==> config.mk <==
export PLATFORM = sky130hd
export DESIGN_NAME = fdc_dma_fifo
export DESIGN_NICKNAME = d
export VERILOG_FILES = /design/src/rtl/fdc_dma_fifo.sv
export SDC_FILE = /design/constraint.sdc
export NUM_CORES = 1
export LEC_CHECK = 0
export ABC_AREA = 1
export BUFFER_PORTS_ARGS = -buffer_cell sky130_fd_sc_hd__buf_2
export CAP_MARGIN = 0
export CORE_ASPECT_RATIO = 1.1
export CORE_MARGIN = 1
export CORE_UTILIZATION = 59
export DETAILED_ROUTE_END_ITERATION = 8
export GPL_ROUTABILITY_DRIVEN = 0
export PLACE_DENSITY_LB_ADDON = 0.2
export SLEW_MARGIN = 20
export SYNTH_ARGS = -nofsm -noshare
export SYNTH_HDL_FRONTEND = slang
export SYNTH_SLANG_ARGS = --single-unit
==> constraint.sdc <==
create_clock -name clk -period 3.15 [get_ports clk]
set_clock_uncertainty 0.05 [all_clocks]
set_input_delay 0.7875 -clock clk [delete_from_list [all_inputs] [get_ports clk]]
set_output_delay 0.7875 -clock clk [all_outputs]
set_load 0.01 [all_outputs]
==> src/rtl/fdc_dma_fifo.sv <==
// Sector data buffer between the floppy disk byte stream and the ISA bus.
// The host side is served by PIO through the DATA port or by 8237 DMA (drq/dack_n/tc).
// The disk side is a valid/ready byte stream whose direction follows CTRL.DIR.
module fdc_dma_fifo #(
    parameter int          DEPTH = 16,
    parameter int          AW    = 4,
    parameter logic [9:0]  BASE  = 10'h3F0
) (
    input  logic        clk,
    input  logic        rst,
    input  logic [19:0] a,
    input  logic        aen,
    input  logic        ior_n,
    input  logic        iow_n,
    input  logic [7:0]  d_in,
    output logic [7:0]  d_out,
    output logic        d_oe,
    output logic        drq,
    input  logic        dack_n,
    input  logic        tc,
    output logic        irq,
    input  logic [7:0]  dsk_wdata,
    input  logic        dsk_wvalid,
    output logic        dsk_wready,
    output logic [7:0]  dsk_rdata,
    output logic        dsk_rvalid,
    input  logic        dsk_rready
);

    localparam logic [AW:0] FULL_CNT = (AW+1)'(DEPTH);

    logic [7:0]    mem [DEPTH];
    logic [AW-1:0] wr_ptr, rd_ptr;
    logic [AW:0]   count;
    logic [3:0]    ctrl;
    logic          done, err;
    logic          ior_q, iow_q;

    logic en, dir, dmaen, irqen;
    logic empty, full;
    logic rd_edge, wr_edge, dma_acc, pio_ok;
    logic hit_ctrl, hit_stat, hit_data, data_sel;
    logic bus_rd_data, bus_wr_data, bus_pop, bus_push;
    logic dsk_push, dsk_pop, push, pop;
    logic ctrl_wr, flush, err_set, done_set, drq_next;
    logic [7:0] status, push_data;
    logic unused_addr;

    assign unused_addr = ^a[19:10];

    assign en    = ctrl[0];
    assign dir   = ctrl[1];
    assign dmaen = ctrl[2];
    assign irqen = ctrl[3];

    assign empty = (count == '0);
    assign full  = (count == FULL_CNT);

    // Decode strobes, addresses and FIFO push/pop requests for this cycle
    always_comb begin
        rd_edge  = ~ior_n & ior_q;
        wr_edge  = ~iow_n & iow_q;
        dma_acc  = ~dack_n;
        pio_ok   = ~aen & dack_n;
        hit_ctrl = pio_ok & (a[9:0] == BASE);
        hit_stat = pio_ok & (a[9:0] == BASE + 10'd1);
        hit_data = pio_ok & (a[9:0] == BASE + 10'd2);
        data_sel = hit_data | dma_acc;

        bus_rd_data = rd_edge & data_sel;
        bus_wr_data = wr_edge & data_sel;
        bus_pop     = bus_rd_data & en & ~dir & ~empty;
        bus_push    = bus_wr_data & en & dir & ~full;

        dsk_wready = en & ~dir & ~full;
        dsk_rvalid = en & dir & ~empty;
        dsk_push   = dsk_wvalid & dsk_wready;
        dsk_pop    = dsk_rvalid & dsk_rready;

        push      = bus_push | dsk_push;
        pop       = bus_pop | dsk_pop;
        push_data = dir ? d_in : dsk_wdata;

        ctrl_wr  = wr_edge & hit_ctrl;
        flush    = ctrl_wr & (d_in[4] | (d_in[1] != dir));
        err_set  = (bus_rd_data & en & ~dir & empty) | (bus_wr_data & en & dir & full);
        done_set = dma_acc & (rd_edge | wr_edge) & tc;

        status = {4'(count), err, done, full, empty};

        // A DMA strobe drops drq for one clk so the 8237 re-arbitrates
        drq_next = en & dmaen & ~done & (dir ? ~full : ~empty)
                   & ~(dma_acc & (rd_edge | wr_edge));

        d_oe      = ~ior_n & (hit_ctrl | hit_stat | hit_data | dma_acc);
        dsk_rdata = mem[rd_ptr];
    end

    // FIFO storage; a flush discards any push landing in the same cycle
    always_ff @(posedge clk) begin
        if (push && !flush) begin
            mem[wr_ptr] <= push_data;
        end
    end

    // Control, pointers, flags, read data and request outputs
    always_ff @(posedge clk) begin
        if (rst) begin
            ior_q  <= 1'b0;
            iow_q  <= 1'b0;
            wr_ptr <= '0;
            rd_ptr <= '0;
            count  <= '0;
            ctrl   <= 4'h0;
            done   <= 1'b0;
            err    <= 1'b0;
            drq    <= 1'b0;
            irq    <= 1'b0;
            d_out  <= 8'h00;
        end else begin
            ior_q <= ior_n;
            iow_q <= iow_n;
            drq   <= drq_next;
            irq   <= irqen & done;

            if (flush) begin
                wr_ptr <= '0;
                rd_ptr <= '0;
                count  <= '0;
            end else begin
                if (push) wr_ptr <= wr_ptr + AW'(1);
                if (pop)  rd_ptr <= rd_ptr + AW'(1);
                if (push && !pop)      count <= count + (AW+1)'(1);
                else if (pop && !push) count <= count - (AW+1)'(1);
            end

            if (ctrl_wr) ctrl <= d_in[3:0];

            if (flush || (rd_edge && hit_stat)) begin
                done <= 1'b0;
                err  <= 1'b0;
            end else begin
                if (err_set)  err  <= 1'b1;
                if (done_set) done <= 1'b1;
            end

            if (rd_edge) begin
                if (hit_ctrl)      d_out <= {4'h0, ctrl};
                else if (hit_stat) d_out <= status;
                else if (data_sel) d_out <= bus_pop ? mem[rd_ptr] : 8'hFF;
            end
        end
    end

endmodule

**Word-level counts from Yosys, hierarchy flattened**

Memories as Yosys holds them, arrays and structs flattened. A register that Yosys moved wholly into a read port is not among the register bits.
Index checks and enable logic that the tools add are counted.

- Register bits: 31
- RAM bits: 128
- Output and inout port bits: 21
- Word-level logic and storage cells: 97
- Memories: 1

- $add $sub $neg: 4
- Equality and inequality tests: 5
- Multiplexer cells: 12
- Bitwise operators: 50
- Reductions and logical operators: 14

Memory list:

| memory | depth | width | read ports | clocked after memory_dff | write ports | line | source |
|---|---|---|---|---|---|---|---|
| mem | 16 | 8 | 1 | 1 | 1 | 32 | `logic [7:0] mem [DEPTH];` |

Operators by type and width:

| cell | count |
|---|---|
| $mux 8 | 5 |
| $and 1x1->1 | 32 |
| $eq 10x10->1 const B | 3 |
| $mux 5 | 2 |
| $not 1->1 | 9 |
| $or 1x1->1 | 9 |
| $add 4x1->4 const B | 2 |
| $mux 4 | 2 |
| $add 5x1->5 const B | 1 |
| $eq 5x5->1 const B | 1 |
| $logic_not 5->1 | 1 |
| $sub 5x1->5 const B | 1 |
| $logic_and 1x1->1 | 4 |
| $reduce_or 2->1 | 2 |
| $logic_not 1->1 | 3 |
| $mux 1 | 3 |
| $reduce_bool 3->1 | 1 |
| $reduce_and 2->1 | 1 |
| $reduce_bool 2->1 | 1 |
| $logic_or 1x1->1 | 1 |
| $ne 1x1->1 | 1 |

**Depth between registers and ports, before layout**

Gate-level depths: netlist (run 1).

- Depth after elaboration: 13
- Mapped depth: 20

**Worst setup path before layout (run 1)**

No wires, ideal clock.

- Path kind: in2reg
- Start: input port ior_n
- End: register count[4]
- Setup time: 119 ps
- Arrival time: 2757 ps
- Data required time: 2981 ps
- Path slack: 223 ps
- Cell stages on the path: 17
- Path buffers: 0
- Path through: inv_1 > nand2_1 > nor3_1 > nand2_2 > nor2_4 > inv_2 > nand2_4 > inv_2 > ha_1 > inv_1 > ha_1 > a21oi_1 > nor2_1 > o21ai_0 > nand3_1 > o21ai_0 > a21oi_1

- Longest elaborated chain between the ends: 10
- Elaborated cells between the ends (all ways): 12
- Classes of those cells: 1 x mux; 7 x bitwise; 4 x reduce/logical

RTL lines:

| element | line | source |
|---|---|---|
| start: declaration | 13 | `input logic ior_n,` |
| $not 1->1 (*) | 61 | `rd_edge = ~ior_n & ior_q;` |
| $and 1x1->1 (*) | 61 |  |
| $and 1x1->1 (*) | 70 | `bus_rd_data = rd_edge & data_sel;` |
| $and 1x1->1 (*) (3 in series) | 72 | `bus_pop = bus_rd_data & en & ~dir & ~empty;` |
| $or 1x1->1 (*) | 81 | `pop = bus_pop \| dsk_pop;` |
| $logic_not 1->1 | 133 | `if (push && !pop) count <= count + (AW+1)'(1);` |
| $logic_and 1x1->1 | 133 |  |
| $mux 5 or $reduce_bool 2->1 (tied branches) | -- |  |
| end signal: assignment | 133 |  |
| end signal: assignment | 134 | `else if (pop && !push) count <= count - (AW+1)'(1);` |
| end: declaration | 34 | `logic [AW:0] count;` |

Every way passes the cells marked *; elsewhere a longest branch is shown, timed or not.
A chain may end at the register's enable or synchronous reset.

==> flow_metrics.env, run 1 <==
export IMPL_leakage_nw=3.36
export IMPL_ys_ff_latch=163
export IMPL_gr_total_overflow=0
export IMPL_p_per_area_nw_per_um2=554
export IMPL_r2r_start="count[2]$_SDFFE_PP0P_"
export IMPL_slowest_stage="dfxtp_2"
export IMPL_cp_arrival_ns=2.07
export IMPL_finalMaxSlewViolations=0
export IMPL_fp_coreArea_sq_um=12000
export IMPL_hold_start="ctrl[3]$_SDFFE_PP0P_"
export IMPL_final_setup_tns_ns=0
export IMPL_grt_pass1_vias=5378
export IMPL_drt_iter0_markers=546
export IMPL_clk_latency_ns=0.42
export IMPL_start_util_pct=60.4
export IMPL_cts_tree="built"
export IMPL_grtUsageMet3_pct=6.01
export IMPL_core_rowCount=42
export IMPL_grt_util_met1_pct=36.8
export IMPL_r2r_end="count[4]$_SDFFE_PP0P_"
export IMPL_cts_buffers=17
export IMPL_yosysTopAreaCell="edfxtp_1"
export IMPL_synth_warning_count=0
export IMPL_syn_avg_cell_area_sq_um=9.91
export IMPL_numPlacedInstances=946
export IMPL_ys_async_sr_fraction_pct=0
export IMPL_crit_buf_inv=3
export IMPL_finalHoldViolCount=0
export IMPL_ys_types=36
export IMPL_die_y_um=118
export IMPL_ctsHoldBuffers=0
export IMPL_swShare_pct=19.9
export IMPL_maxSlewHeadroom_pct=55.1
export IMPL_cap_violations=0
export IMPL_seqPwrFrac_pct=49.2
export IMPL_critical_path_max_fanout=33
export IMPL_grt_usage_pct=29.5
export IMPL_worstHoldPathType="register to register"
export IMPL_synthesis_area_sq_um=7260
export IMPL_worst_slew_pin_slew_ns=0.672
export IMPL_r2r_cells=18
export IMPL_htreeDepth=4
export IMPL_yosysMostFrequentCell="nor2_1"
export IMPL_end_kind="output pin"
export IMPL_layout_cells_non_filler=978
export IMPL_fin_crit_ns=2.91
export IMPL_drc=0
export IMPL_synth_edf_count=128
export IMPL_whs_path_depth=2
export IMPL_critPathKind="register to output pin"
export IMPL_peakVddDrop_mv=0.354
export IMPL_path_cells="inv_4 > buf_12 > nor2_1 > nor2_1 > o21ai_0 > nand3_1 > nand3_1 > nand2_1 > buf_2"
export IMPL_n_antenna_cell=0
export IMPL_wire_per_inst_um=18.0
export IMPL_port_buffer_count=55
export IMPL_fp_dieArea_sq_um=12800
export IMPL_outcome="completed"
export IMPL_top_usage_layer="met2"
export IMPL_grt_antenna_before_repair=0
export IMPL_whs_endpoint="irq$_SDFF_PP0_"
export IMPL_synth_top_area_share_pct=52.9
export IMPL_cts_max_path_buffers=2
export IMPL_cts_root_buf="clkbuf_16"
export IMPL_area_growth_syn_to_layout_pct=17.4
export IMPL_p_int_w=0.00378
export IMPL_synthTopCellsByArea="edfxtp_1 (53%), dfxtp_1 (9.6%), nor2_1 (8.1%)"
export IMPL_hpwl_um=11400
export IMPL_comb_power_share_pct=2.4
export IMPL_cp_top_family="buffers and inverters"
export IMPL_power_share_clock_pct=48.4
export IMPL_slowest_delay_ns=0.35
export IMPL_die_w_um=108
export IMPL_drt_wl_total_um=17600
export IMPL_grt_max_degree=65
export IMPL_required_ns=2.31
export IMPL_clkSinkCount=163
export IMPL_r2r_setup_slack_ns=0.31
export IMPL_syn_instance_count=733
export IMPL_seq_area_frac_synth_pct=62.6
export IMPL_drt_pass1_iter_count=6
export IMPL_fmax_mhz=344
export IMPL_p_switching_w=0.000942
export IMPL_synth_ff_type="edfxtp_1"
export IMPL_nets=867
export IMPL_final_layout_size_suffix_gt1_share_pct=17.5
export IMPL_num_vias=5613
export IMPL_clk_pin_slew_ns=0.06
export IMPL_grt_pass1_wl_um=27700
export IMPL_ios=66
export IMPL_ctsResizeCount=0
export IMPL_rsz0062_at_grt="false"
export IMPL_critPathLaunchType="register"
export IMPL_post_cts_setup_buffer_count=0
export IMPL_ant_nets=0
export IMPL_fin_crit_sh_pct=92.3
export IMPL_via_per_inst=5.74
export IMPL_synthTopCellsByCount="nor2_1 (156), edfxtp_1 (128), nand2_1 (99)"
export IMPL_synth_fp_nets=789
export IMPL_met2_usage_pct=49.9
export IMPL_setup_viol_count_final=0
[worst max path at each step]
stage                                     start                     to  slack (ns)  depth (start not counted)
after floorplan                           ior_n  count[4]$_SDFFE_PP0P_        0.22                         17
after global placement                     a[2]  count[4]$_SDFFE_PP0P_        0.07                         20
after detailed placement                   a[2]  count[4]$_SDFFE_PP0P_       -0.05                         20
after CTS                              register           dsk_rdata[4]        0.10                          9
after global routing      count[2]$_SDFFE_PP0P_  count[4]$_SDFFE_PP0P_         0.1                         18
final                                  register           dsk_rdata[4]        0.24                          9
[tightest hold or removal path, stage by stage (launching register included)]
cell,delay [ns]
dfxtp_1,0.32
nand2_1,0.07
nor2_1,0.03
[through the flow]
step	instance area (sq um)	hold slack, ns	setup WS (ns)	power, W	util (%)
detailed placement	7870	0.412	-0.0538	0.00249	65.4
finish	8530	0.414	0.242	0.00472	70.9
floorplan	7260	0.373	0.223	0.00243	-
CTS	8520	0.418	0.102	0.00475	70.8
global placement	7870	0.405	0.0661	0.00248	65.4
global route	8530	0.436	0.0993	0.00485	70.9
[final cells by class]
class                   count  area [sq um]
flip-flops and latches    163          4550
well taps                 154           193
multi-input cells         489          2380
clock buffers              18           429
fillers                   872          3510
clock inverters            14           225
repair buffers             86           546
inverters                  54           208
[routing by layer]
layer	part of all wire [%]	vias up	wire, um
met5	0	-	0
met4	2.5	0	447
met3	7.1	38	1250
met2	52	281	9100
met1	39	2643	6820
li1	-	2651	-
[layout by cell type (no fill, tap or decap), types with 5 or more instances in the layout]
master / instances
nand2_1: 99
nor3_1: 10
inv_1: 49
nand2_2: 5
bufinv_16: 5
clkbuf_16: 17
nand2_4: 6
edfxtp_1: 128
nand3_1: 75
o21ai_0: 71
ha_1: 10
buf_4: 28
nor2_1: 156
o211ai_1: 7
buf_2: 55
a21oi_1: 23
dfxtp_1: 34
[power groups by stage]
stage | Combinational, W | Clock (W) | Sequential [W]
final | 0.000115 | 0.00228 | 0.00232
after global routing | 0.000126 | 0.00240 | 0.00232
after CTS | 0.000115 | 0.00231 | 0.00232
after detailed placement | 0.000114 | 0 | 0.00237
after global placement | 0.000110 | 0 | 0.00237
after floorplan | 0.0000534 | 0 | 0.00237
[flip-flops by register name, indices dropped and copies added (netlist names), named ones only]
name    flops
drq         1
irq         1
ior_q       1
done        1
count       5
mem       128
err         1
rd_ptr      4
d_out       8
ctrl        4
wr_ptr      4
iow_q       1
[logic make-up after synthesis]
group / after synthesis / share of synthesized area, %
flops: 163 / 62.6
buf+inv: 81 / 4.65
xor+xnor: 3 / 0.362
fa+ha+maj: 11 / 2.00
compound gates: 108 / 7.98
simple gates: 367 / 22.4
(Power assumes the default switching activity.)
==> inputs of run 2 (changes only) <==
ABC_AREA = not set   (was 1)
CORE_UTILIZATION = 50   (was 59)
==> flow_metrics.env, run 2 <==
export IMPL_outcome="completed"
export IMPL_grt_pass1_vias=4223
export IMPL_multi_input_area_sq_um=2340
export IMPL_rsz0062_at_grt="false"
export IMPL_fin_crit_sh_pct=97.8
export IMPL_swShare_pct=22.0
export IMPL_critPathKind="register to output pin"
export IMPL_clkSinkCount=163
export IMPL_maxSlewHeadroom_pct=28.5
export IMPL_setup_viol_count_final=0
export IMPL_layout_cells_non_filler=748
export IMPL_layout_commonest_cell="edfxtp_1"
export IMPL_htreeDepth=4
export IMPL_ctsHoldBuffers=0
export IMPL_cts_max_path_buffers=2
export IMPL_synth_warning_count=0
export IMPL_grt_usage_pct=22.4
export IMPL_cap_violations=0
export IMPL_cts_buffers=17
export IMPL_p_switching_w=0.000957
export IMPL_drt_iter0_markers=485
export IMPL_fp_dieArea_sq_um=14500
export IMPL_synth_fp_nets=499
export IMPL_clk_pin_slew_ns=0.06
export IMPL_worstHoldPathType="register to register"
export IMPL_core_rowCount=45
export IMPL_synth_ff_type="edfxtp_1"
export IMPL_ys_types=64
export IMPL_seqPwrFrac_pct=53.4
export IMPL_grt_max_degree=23
export IMPL_port_buffer_count=55
export IMPL_die_y_um=126
export IMPL_ant_nets=0
export IMPL_start_util_pct=51.2
export IMPL_worst_slack_ns=0.0697
export IMPL_n_antenna_cell=0
export IMPL_yosysMostFrequentCell="edfxtp_1"
export IMPL_required_ns=2.31
export IMPL_cts_root_buf="clkbuf_16"
export IMPL_num_vias=4276
export IMPL_cts_tree="built"
export IMPL_utilization_pct=61.1
export IMPL_worst_slew_pin_slew_ns=1.07
export IMPL_clk_latency_ns=0.43
export IMPL_drt_wl_total_um=15300
export IMPL_syn_avg_cell_area_sq_um=15.9
export IMPL_critPathLaunchType="register"
export IMPL_dp_slack_ns=-0.387
export IMPL_largest_reg_flops=128
export IMPL_syn_instance_count=443
export IMPL_area_growth_syn_to_layout_pct=19.3
export IMPL_synthTopCellsByArea="edfxtp_1 (55%), dfxtp_1 (10%), mux4_2 (7.7%)"
export IMPL_p_int_w=0.00339
export IMPL_fin_crit_ns=3.08
export IMPL_comb_power_share_pct=2.5
export IMPL_finalMaxSlewViolations=0
export IMPL_final_layout_size_suffix_gt1_share_pct=35.9
export IMPL_p_per_area_nw_per_um2=518
export IMPL_die_w_um=115
export IMPL_grt_pass1_wl_um=23200
export IMPL_synthTopCellsByCount="edfxtp_1 (128), nor2_1 (47), dfxtp_1 (35)"
export IMPL_reg_top3="mem x128, d_out x8, count x5"
export IMPL_ios=66
export IMPL_yosysTopAreaCell="edfxtp_1"
export IMPL_drc=0
export IMPL_layout_common_cells="edfxtp_1 (128), buf_2 (55), buf_4 (49), nor2_1 (47), dfxtp_1 (34)"
export IMPL_r2r_setup_slack_ns=0.10
export IMPL_synth_edf_count=128
export IMPL_ys_ff_latch=163
export IMPL_fmax_mhz=325
export IMPL_end_kind="output pin"
export IMPL_drt_pass1_iter_count=5
export IMPL_fp_coreArea_sq_um=13700
export IMPL_seq_area_frac_synth_pct=64.6
export IMPL_synth_top_area_share_pct=54.7
export IMPL_nets=603
export IMPL_peakVddDrop_mv=0.359
export IMPL_synthesis_area_sq_um=7030
export IMPL_wire_per_inst_um=20.4
export IMPL_grt_antenna_before_repair=0
export IMPL_via_per_inst=5.72
export IMPL_ys_async_sr_fraction_pct=0
export IMPL_numPlacedInstances=709
export IMPL_regMostFlops="mem"
export IMPL_critical_path_max_fanout=17
export IMPL_hpwl_um=10500
export IMPL_fillCellCount=1096
export IMPL_finalHoldViolCount=0
export IMPL_gr_total_overflow=0
export IMPL_cp_arrival_ns=2.24
export IMPL_power_share_clock_pct=44.1
export IMPL_leakage_nw=2.98
export IMPL_seq_area_sq_um=4550
run 2: changes by cell type in the layout (fill, tap and decap cells not counted), sizes merged, moves of 20 or more:
cell   before  now
mux4        0   29
nand2     110   17
nor2      160   48
nand3      76    6
buf        86  106
o21ai      72    7
inv        59   16
run 2: stage by stage:
step	TNS (ns)	area (sq um)	hold WS (ns)	total power [W]
after floorplan	-0.520	7070	0.375	0.00242
after global placement	-20.05	7740	0.376	0.00247
after detailed placement	-22.07	7740	0.385	0.00248
after CTS	0	8310	0.394	0.00438
after global routing	0	8390	0.427	0.00447
final	0	8390	0.391	0.00435
run 2: repair_timing:
item | 4_1_cts | 5_1_grt
pin swaps | 0 | 4
buffers inserted | 0 | 7
endpoints found under the hold margin | 0 | 0
setup endpoints to repair | 4 | 8
resized for setup | 4 | 6
gates cloned | 0 | 0
run 2: metal layers:
| metal | up-vias | wire, um | track usage, % |
|---|---|---|---|
| met5 | - | 0 | 0 |
| met4 | 0 | 346 | 9.40 |
| met3 | 33 | 939 | 5.26 |
| met2 | 191 | 7540 | 37.3 |
| met1 | 2119 | 6460 | 28.2 |
| li1 | 1933 | - | - |
run 2: layout make-up:
type	instances	area share, %
Multi-Input combinational cell	250	27.9
Sequential cell	163	54.2
Inverter	9	0.403
Clock inverter	15	1.48
Tap cell	188	2.80
Timing Repair Buffer	106	8.14
Clock buffer	17	5.07
run 2: worst max-delay path: stages (launching register included):
cell and delay [ns]:
dfxtp_2 0.34, buf_12 0.17, buf_4 0.13, mux4_2 0.49, a211oi_2 0.32, a21oi_1 0.16, buf_2 0.18
run 2: worst paths after layout:
path,from,cells past startpoint,end
max,register,6,dsk_rdata[7]
min,d_out[4]$_SDFFE_PP0P_,2,d_out[4]$_SDFFE_PP0P_
max reg2reg,count[0]$_SDFFE_PP0P_,12,count[4]$_SDFFE_PP0P_
min reg2reg,d_out[4]$_SDFFE_PP0P_,2,d_out[4]$_SDFFE_PP0P_
run 2: power by group through the flow:
| stage | registers (W) | logic, W | clock network (W) |
|---|---|---|---|
| after floorplan | 0.00237 | 0.0000476 | 0 |
| after global placement | 0.00237 | 0.000104 | 0 |
| after detailed placement | 0.00237 | 0.000108 | 0 |
| after CTS | 0.00232 | 0.000108 | 0.00195 |
| after global routing | 0.00232 | 0.000117 | 0.00203 |
| final | 0.00232 | 0.000109 | 0.00192 |
run 2: logic make-up (layout without fill, tap and decap cells):
family | Yosys count | in the layout | share of synthesized area, %
AO/OA/AOI/OAI | 54 | 54 | 5.75
buffers and inverters | 30 | 147 | 3.27
XOR/XNOR | 12 | 12 | 1.49
adder cells (fa/ha/maj) | 11 | 11 | 2.06
flip-flops | 163 | 163 | 64.6
multiplexers | 56 | 56 | 13.5
AND/OR/NAND/NOR | 117 | 117 | 9.25
==> inputs of run 3 (changes only) <==
CORE_ASPECT_RATIO = 0.75   (was 1.1)
==> flow_metrics.env, run 3 (synthesis gave the netlist of run 2 again) <==
export IMPL_drt_iter0_markers=520
export IMPL_fin_crit_ns=3.09
export IMPL_drt_pass1_iter_count=7
export IMPL_grt_max_degree=31
export IMPL_finalHoldViolCount=0
export IMPL_clkSinkCount=163
export IMPL_via_per_inst=5.81
export IMPL_whs_path_depth=2
export IMPL_cts_buffers=17
export IMPL_r2r_start="count[3]$_SDFFE_PP0P_"
export IMPL_grtUsageMet3_pct=5.36
export IMPL_outcome="completed"
export IMPL_grt_antenna_before_repair=0
export IMPL_layout_cells_non_filler=746
export IMPL_r2r_cells=12
export IMPL_ios=66
export IMPL_start_util_pct=51.3
export IMPL_fp_coreArea_sq_um=13700
export IMPL_r2r_setup_slack_ns=0.09
export IMPL_finalMaxSlewViolations=0
export IMPL_grt_util_met1_pct=34.6
export IMPL_clk_pin_slew_ns=0.06
export IMPL_n_antenna_cell=0
export IMPL_cts_max_path_buffers=2
export IMPL_core_rowCount=37
export IMPL_area_growth_syn_to_layout_pct=21.2
export IMPL_wire_per_inst_um=21.3
export IMPL_numPlacedInstances=711
export IMPL_hpwl_um=10900
export IMPL_whs_endpoint="d_out[7]$_SDFFE_PP0P_"
export IMPL_grt_pass1_wl_um=23700
export IMPL_fp_dieArea_sq_um=14500
export IMPL_worstHoldPathType="register to register"
export IMPL_cts_tree="built"
export IMPL_r2r_end="count[4]$_SDFFE_PP0P_"
export IMPL_top_usage_layer="met1"
export IMPL_clk_latency_ns=0.42
export IMPL_layout_common_cells="edfxtp_1 (128), buf_4 (59), buf_2 (54), nor2_1 (47), dfxtp_1 (32)"
export IMPL_critPathLaunchType="register"
export IMPL_grt_pass1_vias=4113
export IMPL_required_ns=2.31
export IMPL_critical_path_max_fanout=15
export IMPL_peakVddDrop_mv=0.517
export IMPL_worst_slew_pin_slew_ns=0.966
export IMPL_die_y_um=105
export IMPL_rsz0062_at_grt="true"
export IMPL_layout_commonest_cell="edfxtp_1"
export IMPL_leakage_nw=3.05
export IMPL_met2_usage_pct=32.3
export IMPL_p_total_w=0.00455
export IMPL_num_vias=4336
export IMPL_die_w_um=139
export IMPL_cap_violations=0
export IMPL_reg_top3="mem x128, d_out x8, count x5"
export IMPL_nets=614
export IMPL_cts_root_buf="clkbuf_16"
export IMPL_maxSlewHeadroom_pct=35.4
export IMPL_critPathKind="register to output pin"
export IMPL_fmax_mhz=323
export IMPL_largest_reg_flops=128
export IMPL_hold_start="d_out[7]$_SDFFE_PP0P_"
export IMPL_cp_arrival_ns=2.26
export IMPL_ant_nets=0
export IMPL_port_buffer_count=55
export IMPL_fin_crit_sh_pct=98.2
export IMPL_ctsHoldBuffers=0
export IMPL_setup_viol_count_final=0
export IMPL_drt_wl_total_um=15900
export IMPL_grt_usage_pct=22.8
export IMPL_gr_total_overflow=0
export IMPL_p_per_area_nw_per_um2=534
export IMPL_final_layout_size_suffix_gt1_share_pct=37.1
export IMPL_end_kind="output pin"
export IMPL_regMostFlops="mem"
export IMPL_drc=0
export IMPL_htreeDepth=4
-- run 3: repair_timing --
action,4_1_cts,5_1_grt
gates resized for setup,6,9
setup buffers,0,2
pin swaps,0,2
gates cloned,0,1
endpoints found under the setup margin,8,6
-- run 3: per-layer routing --
metal / vias to the layer above / share of wire (%)
met2: 174 / 44
met5: - / 0
met3: 17 / 8.2
met4: 0 / 1.3
li1: 1958 / -
met1: 2187 / 47
-- run 3: power breakdown --
group          switching (W)  leakage (nW)  internal [W]
Combinational      0.0000660          1.33     0.0000448
Clock               0.000862         0.280       0.00126
Sequential        0.00000338          1.44       0.00232
Total               0.000931          3.05       0.00362
-- run 3: worst max-delay path: stages (launching register included) --
cell and delay [ns]:
dfxtp_4 0.41, buf_12 0.19, mux4_2 0.55, mux4_2 0.53, buf_6 0.15
-- run 3: metrics by stage --
step	TNS (ns)	hold WS, ns	utilization, %	worst slack, ns	area (sq um)
6_report	0	0.389	62.2	0.0565	8520
5_1_grt	-0.0185	0.421	62.2	-0.00925	8520
4_1_cts	-0.0137	0.392	61.6	-0.0137	8440
3_5_place_dp	-3.01	0.385	57.1	-0.304	7820
3_3_place_gp	-1.99	0.376	57.1	-0.242	7820
2_1_floorplan	-0.520	0.375	-	-0.142	7070
-- run 3: worst max path at each step --
stage,to,slack [ns],depth (start not counted)
final,dsk_rdata[3],0.06,4
after CTS,dsk_rdata[3],-0.01,4
after detailed placement,count[4]$_SDFFE_PP0P_,-0.30,14
after floorplan,count[4]$_SDFFE_PP0P_,-0.14,12
after global routing,dsk_rdata[3],-0.009,4
after global placement,count[4]$_SDFFE_PP0P_,-0.24,13
-- run 3: final cells by class --
cell class | instances | area (sq um)
clock buffer | 18 | 429
clock inverter | 14 | 180
fill | 1010 | 5180
inverter | 9 | 33.8
multi-input combinational | 250 | 2330
sequential | 163 | 4550
tap | 175 | 219
timing repair buffer | 117 | 781
